### src/rtl/muldiv_pkg.sv
// Shared definitions for the multiply/divide unit: MDControl opcodes,
// FSM state encoding and small opcode-classification helpers.
package muldiv_pkg;

  localparam logic [2:0] OP_MUL    = 3'b000;
  localparam logic [2:0] OP_MULH   = 3'b001;
  localparam logic [2:0] OP_MULHSU = 3'b010;
  localparam logic [2:0] OP_MULHU  = 3'b011;
  localparam logic [2:0] OP_DIV    = 3'b100;
  localparam logic [2:0] OP_DIVU   = 3'b101;
  localparam logic [2:0] OP_REM    = 3'b110;
  localparam logic [2:0] OP_REMU   = 3'b111;

  typedef enum logic [1:0] {
    IDLE = 2'd0,
    CALC = 2'd1,
    DONE = 2'd2
  } md_state_t;

  // Divide-family opcodes all have the top bit set.
  function automatic logic op_is_div(input logic [2:0] op);
    return op[2];
  endfunction

  // Operand A is interpreted as two's complement.
  function automatic logic op_a_signed(input logic [2:0] op);
    return (op == OP_MULH) || (op == OP_MULHSU) || (op == OP_DIV) || (op == OP_REM);
  endfunction

  // Operand B is interpreted as two's complement (MULHSU treats B as unsigned).
  function automatic logic op_b_signed(input logic [2:0] op);
    return (op == OP_MULH) || (op == OP_DIV) || (op == OP_REM);
  endfunction

endpackage

### src/rtl/muldiv_step.sv
// One iteration of the iterative multiplier/divider on unsigned magnitudes.
// Multiply: shift-add of {hi,lo}, multiplier in lo, multiplicand in operand.
// Divide: restoring subtract, partial remainder in hi, dividend/quotient in lo.
// The add/subtract is XLEN+1 bits wide so carry and borrow are kept.
module muldiv_step #(
  parameter int XLEN = 32
) (
  input  logic            is_div,
  input  logic [XLEN-1:0] hi_in,
  input  logic [XLEN-1:0] lo_in,
  input  logic [XLEN-1:0] operand,
  output logic [XLEN-1:0] hi_out,
  output logic [XLEN-1:0] lo_out
);

  logic [XLEN:0] addend;
  logic [XLEN:0] sum;
  logic [XLEN:0] shifted;
  logic [XLEN:0] diff;

  // Compute both candidate iterations and select by operation class
  always_comb begin
    addend  = lo_in[0] ? {1'b0, operand} : '0;
    sum     = {1'b0, hi_in} + addend;
    shifted = {hi_in, lo_in[XLEN-1]};
    diff    = shifted - {1'b0, operand};
    hi_out  = '0;
    lo_out  = '0;
    if (is_div) begin
      // A clear top bit means the divisor fit: keep the difference, quotient bit 1.
      if (!diff[XLEN]) begin
        hi_out = diff[XLEN-1:0];
        lo_out = {lo_in[XLEN-2:0], 1'b1};
      end else begin
        hi_out = shifted[XLEN-1:0];
        lo_out = {lo_in[XLEN-2:0], 1'b0};
      end
    end else begin
      hi_out = sum[XLEN:1];
      lo_out = {sum[0], lo_in[XLEN-1:1]};
    end
  end

endmodule

### src/rtl/muldiv_unit.sv
// Iterative RISC-V style M-extension unit: one bit per cycle for
// multiply and divide, with valid/ready handshakes on both sides.
// Signed operations run on magnitudes; the sign is applied when the
// final iteration is written into the result register.
module muldiv_unit
  import muldiv_pkg::*;
#(
  parameter int XLEN = 32
) (
  input  logic            clk,
  input  logic            rst,
  input  logic            InValid,
  output logic            InReady,
  input  logic [2:0]      MDControl,
  input  logic [XLEN-1:0] SrcA,
  input  logic [XLEN-1:0] SrcB,
  input  logic            Flush,
  output logic            OutValid,
  input  logic            OutReady,
  output logic [XLEN-1:0] MDResult
);

  localparam int CNT_W = $clog2(XLEN);
  localparam logic [CNT_W-1:0] CNT_LAST = CNT_W'(XLEN - 1);
  localparam logic [XLEN-1:0]  INT_MIN  = {1'b1, {(XLEN-1){1'b0}}};

  function automatic logic [XLEN-1:0] cond_neg(input logic [XLEN-1:0] v, input logic n);
    return n ? -v : v;
  endfunction

  md_state_t       state;
  logic [CNT_W-1:0] cnt;
  logic [2:0]      op_r;
  logic            neg_r;
  logic [XLEN-1:0] hi_r;
  logic [XLEN-1:0] lo_r;
  logic [XLEN-1:0] opnd_r;
  logic [XLEN-1:0] result_r;

  logic [XLEN-1:0] hi_nx;
  logic [XLEN-1:0] lo_nx;

  logic            sign_a;
  logic            sign_b;
  logic [XLEN-1:0] mag_a;
  logic [XLEN-1:0] mag_b;
  logic            neg_in;
  logic            special;
  logic [XLEN-1:0] special_res;

  logic [2*XLEN-1:0] prod;
  logic [2*XLEN-1:0] prod_s;
  logic [XLEN-1:0]   final_res;

  muldiv_step #(.XLEN(XLEN)) u_step (
    .is_div  (op_is_div(op_r)),
    .hi_in   (hi_r),
    .lo_in   (lo_r),
    .operand (opnd_r),
    .hi_out  (hi_nx),
    .lo_out  (lo_nx)
  );

  // Decode the incoming request: operand magnitudes, result sign, divide corner cases
  always_comb begin
    sign_a      = op_a_signed(MDControl) & SrcA[XLEN-1];
    sign_b      = op_b_signed(MDControl) & SrcB[XLEN-1];
    mag_a       = cond_neg(SrcA, sign_a);
    mag_b       = cond_neg(SrcB, sign_b);
    // Remainder takes the dividend's sign; products and quotients take the XOR.
    neg_in      = (MDControl == OP_REM) ? sign_a : (sign_a ^ sign_b);
    special     = 1'b0;
    special_res = '0;
    if (op_is_div(MDControl)) begin
      if (SrcB == '0) begin
        special     = 1'b1;
        special_res = MDControl[1] ? SrcA : '1;
      end else if (!MDControl[0] && (SrcA == INT_MIN) && (SrcB == '1)) begin
        special     = 1'b1;
        special_res = MDControl[1] ? '0 : INT_MIN;
      end
    end
  end

  // Form the signed result from the last iteration's outputs
  always_comb begin
    prod   = {hi_nx, lo_nx};
    prod_s = neg_r ? -prod : prod;
    if (op_is_div(op_r)) begin
      final_res = op_r[1] ? cond_neg(hi_nx, neg_r) : cond_neg(lo_nx, neg_r);
    end else if (op_r == OP_MUL) begin
      final_res = prod_s[XLEN-1:0];
    end else begin
      final_res = prod_s[2*XLEN-1:XLEN];
    end
  end

  // Control FSM with iteration counter and datapath registers
  always_ff @(posedge clk) begin
    if (rst) begin
      state    <= IDLE;
      cnt      <= '0;
      op_r     <= '0;
      neg_r    <= 1'b0;
      hi_r     <= '0;
      lo_r     <= '0;
      opnd_r   <= '0;
      result_r <= '0;
    end else begin
      case (state)
        IDLE: begin
          if (InValid && !Flush) begin
            op_r  <= MDControl;
            neg_r <= neg_in;
            cnt   <= '0;
            if (special) begin
              result_r <= special_res;
              state    <= DONE;
            end else begin
              hi_r   <= '0;
              lo_r   <= op_is_div(MDControl) ? mag_a : mag_b;
              opnd_r <= op_is_div(MDControl) ? mag_b : mag_a;
              state  <= CALC;
            end
          end
        end
        CALC: begin
          if (Flush) begin
            state <= IDLE;
            cnt   <= '0;
          end else begin
            hi_r <= hi_nx;
            lo_r <= lo_nx;
            if (cnt == CNT_LAST) begin
              result_r <= final_res;
              cnt      <= '0;
              state    <= DONE;
            end else begin
              cnt <= cnt + 1'b1;
            end
          end
        end
        DONE: begin
          // Flush and a completed handshake both retire the result.
          if (Flush || OutReady) begin
            result_r <= '0;
            state    <= IDLE;
          end
        end
        default: begin
          state <= IDLE;
          cnt   <= '0;
        end
      endcase
    end
  end

  assign InReady  = (state == IDLE) && !rst;
  assign OutValid = (state == DONE) && !rst;
  assign MDResult = OutValid ? result_r : '0;

endmodule

### config.mk
export PLATFORM = sky130hd
export DESIGN_NAME = muldiv_unit
export DESIGN_NICKNAME = d
export VERILOG_FILES = /design/src/rtl/muldiv_pkg.sv /design/src/rtl/muldiv_step.sv /design/src/rtl/muldiv_unit.sv
export SDC_FILE = /design/constraint.sdc
export NUM_CORES = 1
export LEC_CHECK = 0
export BUFFER_PORTS_ARGS = -buffer_cell sky130_fd_sc_hd__buf_2
export CAP_MARGIN = 10
export CORE_MARGIN = 2
export CORE_UTILIZATION = 45
export CTS_CLUSTER_DIAMETER = 50
export DETAILED_ROUTE_END_ITERATION = 8
export PLACE_DENSITY = 0.73
export SLEW_MARGIN = 40
export SYNTH_ARGS = -nofsm -noshare
export SYNTH_HDL_FRONTEND = slang
export SYNTH_SLANG_ARGS = --single-unit
### constraint.sdc
create_clock -name clk -period 6.5 [get_ports clk]
set_clock_uncertainty 0.15 [all_clocks]
set_input_delay 1.3 -clock clk [delete_from_list [all_inputs] [get_ports clk]]
set_output_delay 1.3 -clock clk [all_outputs]
set_load 0.01 [all_outputs]
# Yosys cells after proc, flatten, opt, wreduce, memory -nomap -nowiden

Cells that the tools add are included.

Bits in registers: 139
Bits in latches: 0
Bits in writable memories: 0
Bits in read-only memories: 0
Bits of input ports: 72
Output and inout port bits: 34
Logic and storage cells: 111
Memories kept: 0

Add/subtract/negate cells: 8
Multiply operators: 0
Div/mod/pow operators: 0
Order comparisons: 0
Eq/ne operators: 16
Shift-type cells: 0
Multiplexer cells: 49
Bitwise logic cells: 5
Reduce and logical (&&, ||, !) cells: 25

Operators by type and width:

| operator             | number |
|---|---|
| $mux 32              | 30 |
| $neg 32->32          | 4 |
| $pmux 32 s2          | 2 |
| $pmux 32 s3          | 1 |
| $eq 32x32->1 const B | 2 |
| $mux 64              | 1 |
| $neg 64->64          | 1 |
| $add 32x33->33       | 1 |
| $sub 33x32->33       | 1 |
| $logic_not 32->1     | 1 |
| $mux 5               | 3 |
| $pmux 5 s3           | 1 |
| $ne 2x2->1 const B   | 6 |
| $mux 2               | 5 |
| $eq 3x3->1 const B   | 2 |
| $logic_or 1x1->1     | 6 |
| $pmux 2 s3           | 1 |
| $reduce_and 3->1     | 2 |
| $reduce_and 6->1     | 1 |
| $add 5x1->5 const B  | 1 |
| $eq 5x5->1 const B   | 1 |
| $logic_and 1x1->1    | 5 |
| $mux 1               | 5 |
| $reduce_and 2->1     | 2 |
| other kinds (14)     | 18 |

# Longest topological paths before layout

Word-level depth: 10
Gate-level depth with buffers: 23
Mapped depth without buffers: 21

# Cells and area by module

A second synthesis with hierarchy kept.

Cell total of the unflattened synthesis: 2185
Area total of the unflattened synthesis: 15552.4 sq um

By module, submodules not included:

| module      | instances | cells each | area an instance (sq um) | seq. area each (sq um) |
|---|---|---|---|---|
| muldiv_unit | 1         | 1480       | 10779.1                  | 2782.7 |
| muldiv_step | 1         | 705        | 4773.3                   | 0.0 |

# Least setup slack after synthesis

No wires, ideal clock.

Kind: in2reg
Start: input port SrcA[3]
End: register result_r[9]
Setup time: 0.074 ns
Arrival time: 4.961 ns
Slack: 1.314 ns
Cell stages on the path: 14
Path buffers: 1
Cells stage by stage: or4_4 or4_1 or4_4 nor4_4 nand2_2 nor4_2 o21ai_1 and2_4 or4b_1 buf_2 or3_4 a221oi_2 o21ai_1 o21ai_0

Word-level cells in the longest chain between the ends: 9
Elaborated cells between the ends (all ways): 14
Classes of those cells: eq/ne: 2; mux: 9; reduce/logical: 3

Ends and longest elaborated chain:

| item                               | RTL line           | text |
|---|---|---|
| start, declared                    | muldiv_unit.sv:15  | `input logic [XLEN-1:0] SrcA,` |
| $eq 32x32->1 (*)                   | muldiv_unit.sv:78  | `end else if (!MDControl[0] && (SrcA == INT_MIN) && (SrcB == '1)) begin` |
| $logic_and 1x1->1 (*) (2 in a row) | muldiv_unit.sv:78  |  |
| $mux 32                            | muldiv_unit.sv:78  |  |
| $mux 32                            | muldiv_unit.sv:75  | `if (SrcB == '0) begin` |
| $mux 32                            | muldiv_unit.sv:74  | `if (op_is_div(MDControl)) begin` |
| $mux 32                            | muldiv_unit.sv:116 | `if (special) begin` |
| $mux 32                            | muldiv_unit.sv:112 | `if (InValid && !Flush) begin` |
| $pmux 32 s3                        | muldiv_unit.sv:110 | `case (state)` |
| end signal, assigned               | muldiv_unit.sv:117 | `result_r <= special_res;` |
| end signal, assigned               | muldiv_unit.sv:135 | `result_r <= final_res;` |
| end, declared                      | muldiv_unit.sv:38  | `logic [XLEN-1:0] result_r;` |

Every way passes the cells marked *; elsewhere a longest branch is shown, timed or not. The select of a mux whose other input is x is not followed.
A chain may end at the register's enable or synchronous reset.

# Worst setup path in the final report

Start: register lo_r[31]
End: register result_r[29]

Word-level cells in the longest chain between the ends: 10
Elaborated cells between the ends (all ways): 17
Classes of those cells: add/sub: 4; mux: 13

Ends and longest elaborated chain:

| item                                       | RTL line                             | text |
|---|---|---|
| start, declared                            | muldiv_unit.sv:36                    | `logic [XLEN-1:0] lo_r;` |
| start signal, assigned                     | muldiv_unit.sv:121                   | `lo_r <= op_is_div(MDControl) ? mag_a : mag_b;` |
| start signal, assigned                     | muldiv_unit.sv:133                   | `lo_r <= lo_nx;` |
| $sub 33x32->33                             | muldiv_step.sv:26                    | `diff = shifted - {1'b0, operand};` |
| $mux 1 or $mux 32 (tied branches)          | muldiv_step.sv:31                    | `if (!diff[XLEN]) begin` |
| $mux 32                                    | muldiv_step.sv:29                    | `if (is_div) begin` |
| $neg 64->64 or $neg 32->32 (tied branches) | muldiv_unit.sv:88, muldiv_unit.sv:28 |  |
| $mux 64 or $mux 32 (tied branches)         | muldiv_unit.sv:88, muldiv_unit.sv:28 |  |
| $mux 32 (on tied branches)                 | muldiv_unit.sv:91, muldiv_unit.sv:90 |  |
| $mux 32 (*)                                | muldiv_unit.sv:89                    | `if (op_is_div(op_r)) begin` |
| $mux 32 (*)                                | muldiv_unit.sv:134                   | `if (cnt == CNT_LAST) begin` |
| $mux 32 (*)                                | muldiv_unit.sv:128                   | `if (Flush) begin` |
| $pmux 32 s3 (*)                            | muldiv_unit.sv:110                   |  |

Marks and branches as above.

==> impl.org <==
** GRT
- Global routing usage summed across all routing layers :: 0.364
- In the global route stage, met1 resource usage came out at 0.486.
- For met3 alone, demand over resource in global routing was 0.0856.
- Antenna violations before repair :: 2
- The global routing stage identified its most utilized layer as met2.
- Largest net degree at the start of global routing :: 114
- Met2 track demand over resource in global routing :: 0.550
- Summed over all layers, the global routing overflow is 0.
- The first global-routing pass estimated 101000 um of wire.
- The via count of the first global-routing pass came to 16700.

** CTS
- The H-tree generated during clock tree synthesis spans 4 levels.
- Number of setup buffers added after CTS :: 0
- CTS clk-pin slew, worst paths :: 0.07 ns
- Number of buffers created by CTS :: 17
- Counting along the longest clock path gives a buffer depth of 2.
- The tree is rooted in a sky130_fd_sc_hd__clkbuf_16.
- Number of clock sinks :: 139
- In this run, post-CTS repair resized a total of 0 instances.
- The clock reaches the later pin of the worst-skew pair after 0.46 ns.
- Clock tree from TritonCTS :: done
- For this design, the CTS-stage hold fixing added 0 buffers.

** Synth
- Synthesis produced a netlist whose cell count is 2344.
- The biggest area contributor in the post-synthesis netlist is sky130_fd_sc_hd__dfxtp_1.
- The share of the Yosys chip area taken by registers is 0.176.
- In this run the mean area of a mapped cell was 6.74 um2.
- Post-synth cell types :: 89
- Post-synthesis net count :: 2492
- In the synthesized netlist the async set-or-reset flop fraction comes to 0.
- Synth warnings :: 0
- Synth Flop Type :: sky130_fd_sc_hd__dfxtp_1
- Yosys attributes the largest share of cell area to sky130_fd_sc_hd__dfxtp_1 18%, sky130_fd_sc_hd__a21oi_1 7.6%, sky130_fd_sc_hd__nand2_1 7.4%, sky130_fd_sc_hd__ha_1 5.9%, sky130_fd_sc_hd__nor2_1 5.6%.
- Flip-flop and latch count after synthesis :: 139
- Counting flops with a built-in enable in the synthesized netlist gives 0.
- The synthesized netlist occupies a cell area of 15800 um2.
- Of the post-synthesis cell area, the dominant cell type holds 0.176.

** Cells and area
- Combined area of the multi-input logic cells :: 12200 um2
- After the flow finishes, the layout carries non-filler instances totaling 2870.
- Commonest cells after routing, fill and taps aside :: 311 x sky130_fd_sc_hd__nand2_1, 239 x sky130_fd_sc_hd__a21oi_1, 235 x sky130_fd_sc_hd__nor2_1
- Post-synthesis to final-layout area growth :: 11.0%
- The library cell used most frequently in the layout, excluding fill and tap cells, is sky130_fd_sc_hd__nand2_1.
- Net count, final :: 2549
- Ratio of cells with drive above 1 in the final layout :: 0.104
- The finished cells cover 17500 um2.
- Across the whole layout, storage elements account for 2790 um2.
- Fill cells in the final layout number 3627.

** Drt
- Dividing the detail-routed wire length by the instance count gives 23.6 um.
- After detailed routing, the number of vias per cell comes to 6.43.
- Once detail routing completed, the nets flagged for antenna violations numbered 0.
- First-pass iteration count of the detailed router :: 7
- Remaining routing DRC violations :: 0
- Vias post-DR :: 18400
- DRC violation total after the first TritonRoute iteration :: 2433
- Summed over all layers, the routed wires come to 67800 um.

** Floorplanning
- Chip width :: 191 um
- Area of the core region :: 34500 um2
- Row cnt :: 68
- Total die area :: 36600 um2
- For this configuration, the core starts out at a cell density of 0.458.
- Die Ht :: 191 um
- I/O pin count :: 106

** Status
- Result of the run :: finished clean

** Power
- VDD sags by at most 0.187 mV.
- After layout, the design draws a total of 5.29 mW.
- Total power divided by cell area :: 302 nW/um2
- Leakage power :: 6.94 nW

** Setup path
- Largest incremental delay on the critical path :: 0.55 ns
- Along the worst path, the maximum fanout reaches 15.
- Type of destination of the critical path :: flip-flop
- The critical path goes through inv_1 -> ha_1 -> fa_1 -> nand2b_1 -> a21oi_1 -> o211ai_1 -> o211ai_1 -> or3_1 -> a21oi_1 -> a221oi_1 -> buf_4 -> o211ai_1 -> or3_1 -> o41ai_1 -> xor2_1 -> nand2_1 -> a21oi_1 -> o41ai_1.
- Startpoint of the worst register-to-register path :: lo_r[31]
- Crit path arrival time :: 6.01 ns
- Critical Path RT :: 6.68 ns
- STA classifies the critical path startpoint as a flip-flop.
- Critical Path Source :: lo_r[31]
- The critical path is of the flip-flop to flip-flop type.
- Highest-delay cell along the critical path :: sky130_fd_sc_hd__or3_1

** Timing
- Setup TNS :: 0 ns
- The number of max-slew violations in the final report came to 0.
- Tcrit/Tclk final :: 0.897
- The hold violation total from the final report came to 0.
- For this run, the top clock speed supported by timing is 172 MHz.
- Setup violations remaining at the end of the flow were counted as 0.
- Setup repair after global routing missed its margin :: no
- Post-layout worst setup margin :: 0.672 ns
- Slew at the pin closest to its max-slew limit :: 0.987 ns
- In this run the tightest slew margin relative to its limit is 0.338.
- Subtracting the final worst setup slack from the clock period gives 5.83 ns.

** Min path
- Worst min-delay path class :: flip-flop to flip-flop
- The startpoint identified for the worst hold timing path is cnt[4].

** Placement
- Count of port buffers added during placement :: 105
- After detailed placement, the total cell area comes to 17000 um2.
- Before CTS, the worst setup slack after placement is 0.654 ns.
- After legalization and detailed placement, the total HPWL measured 53500 um.
- Placed instance count :: 2836
- Final RePlAce weighted congestion :: 1.00

** Flow run
- Across the run, the number of max-cap violations was 0.
[worst max-delay path, delay by kind of cell, from the launching register on]
kind / cells / cell delay (ns)
compound gates: 9 / 2.70
simple gates: 4 / 1.31
fa+ha+maj: 2 / 0.64
flops: 1 / 0.48
buf+inv: 2 / 0.27
xor+xnor: 1 / 0.12
[metal layers]
layer,wire [um],share of wire
met5,0,0
met4,3490,0.051
met3,7370,0.11
met2,29000,0.43
met1,27900,0.41
[path summary, 6_finish.rpt]
kind / end / slack [ns] / cells past startpoint
setup / recovery: result_r[29] / 0.67 / 18
hold / removal: cnt[4] / 0.31 / 2
setup reg to reg: result_r[29] / 0.67 / 18
hold reg to reg: cnt[4] / 0.31 / 2
[power breakdown]
part	leakage (nW)	switching, mW	internal (mW)	total [mW]
registers	1.13	0.132	0.999	1.13
logic	5.56	2.15	1.08	3.23
clock network	0.248	0.437	0.497	0.935
[cell usage after synthesis (53+ instances only)]
cell type,number
sky130_fd_sc_hd__a21oi_1,241
sky130_fd_sc_hd__and2_1,86
sky130_fd_sc_hd__clkbuf_1,121
sky130_fd_sc_hd__dfxtp_1,139
sky130_fd_sc_hd__ha_1,74
sky130_fd_sc_hd__inv_1,85
sky130_fd_sc_hd__nand2_1,311
sky130_fd_sc_hd__nor2_1,236
sky130_fd_sc_hd__nor3_1,63
sky130_fd_sc_hd__o211ai_1,53
sky130_fd_sc_hd__o21ai_0,163
sky130_fd_sc_hd__xnor2_1,83
sky130_fd_sc_hd__xor2_1,82
[final cells by class]
class,count,area share
antenna,1,0.000143
clock buffer,19,0.0253
clock inverter,13,0.00542
tap,455,0.0325
timing repair buffer,179,0.0643
sequential,139,0.159
multi-input combinational,1977,0.695
inverter,87,0.0186
[stage by stage]
step / utilization / hold slack (ns)
2_1_floorplan: - / 0.286
3_3_place_gp: 0.491 / 0.293
3_5_place_dp: 0.491 / 0.304
4_1_cts: 0.507 / 0.310
5_1_grt: 0.508 / 0.348
6_report: 0.508 / 0.309
[cells by family (layout without fill, tap and decap cells)]
family | Yosys count | count (layout) | share of synthesized area
adders and majority gates | 76 | 76 | 0.0611
xor gates and xnor gates | 165 | 165 | 0.0914
buffers and inverters | 228 | 298 | 0.0551
AOI/OAI and AO/OA | 782 | 782 | 0.314
DFF | 139 | 139 | 0.176
and+or+nand+nor | 906 | 906 | 0.271
muxes | 48 | 48 | 0.0317
other | 0 | 1 | 0
[state kept, by name, indices dropped and copies added, names as in the netlist]
| signal | count |
|---|---|
| op_r | 3 |
| state | 2 |
| lo_r | 32 |
| opnd_r | 32 |
| result_r | 32 |
| cnt | 5 |
| hi_r | 32 |
| neg_r | 1 |
No activity file was read; power rests on OpenSTA's default activity.
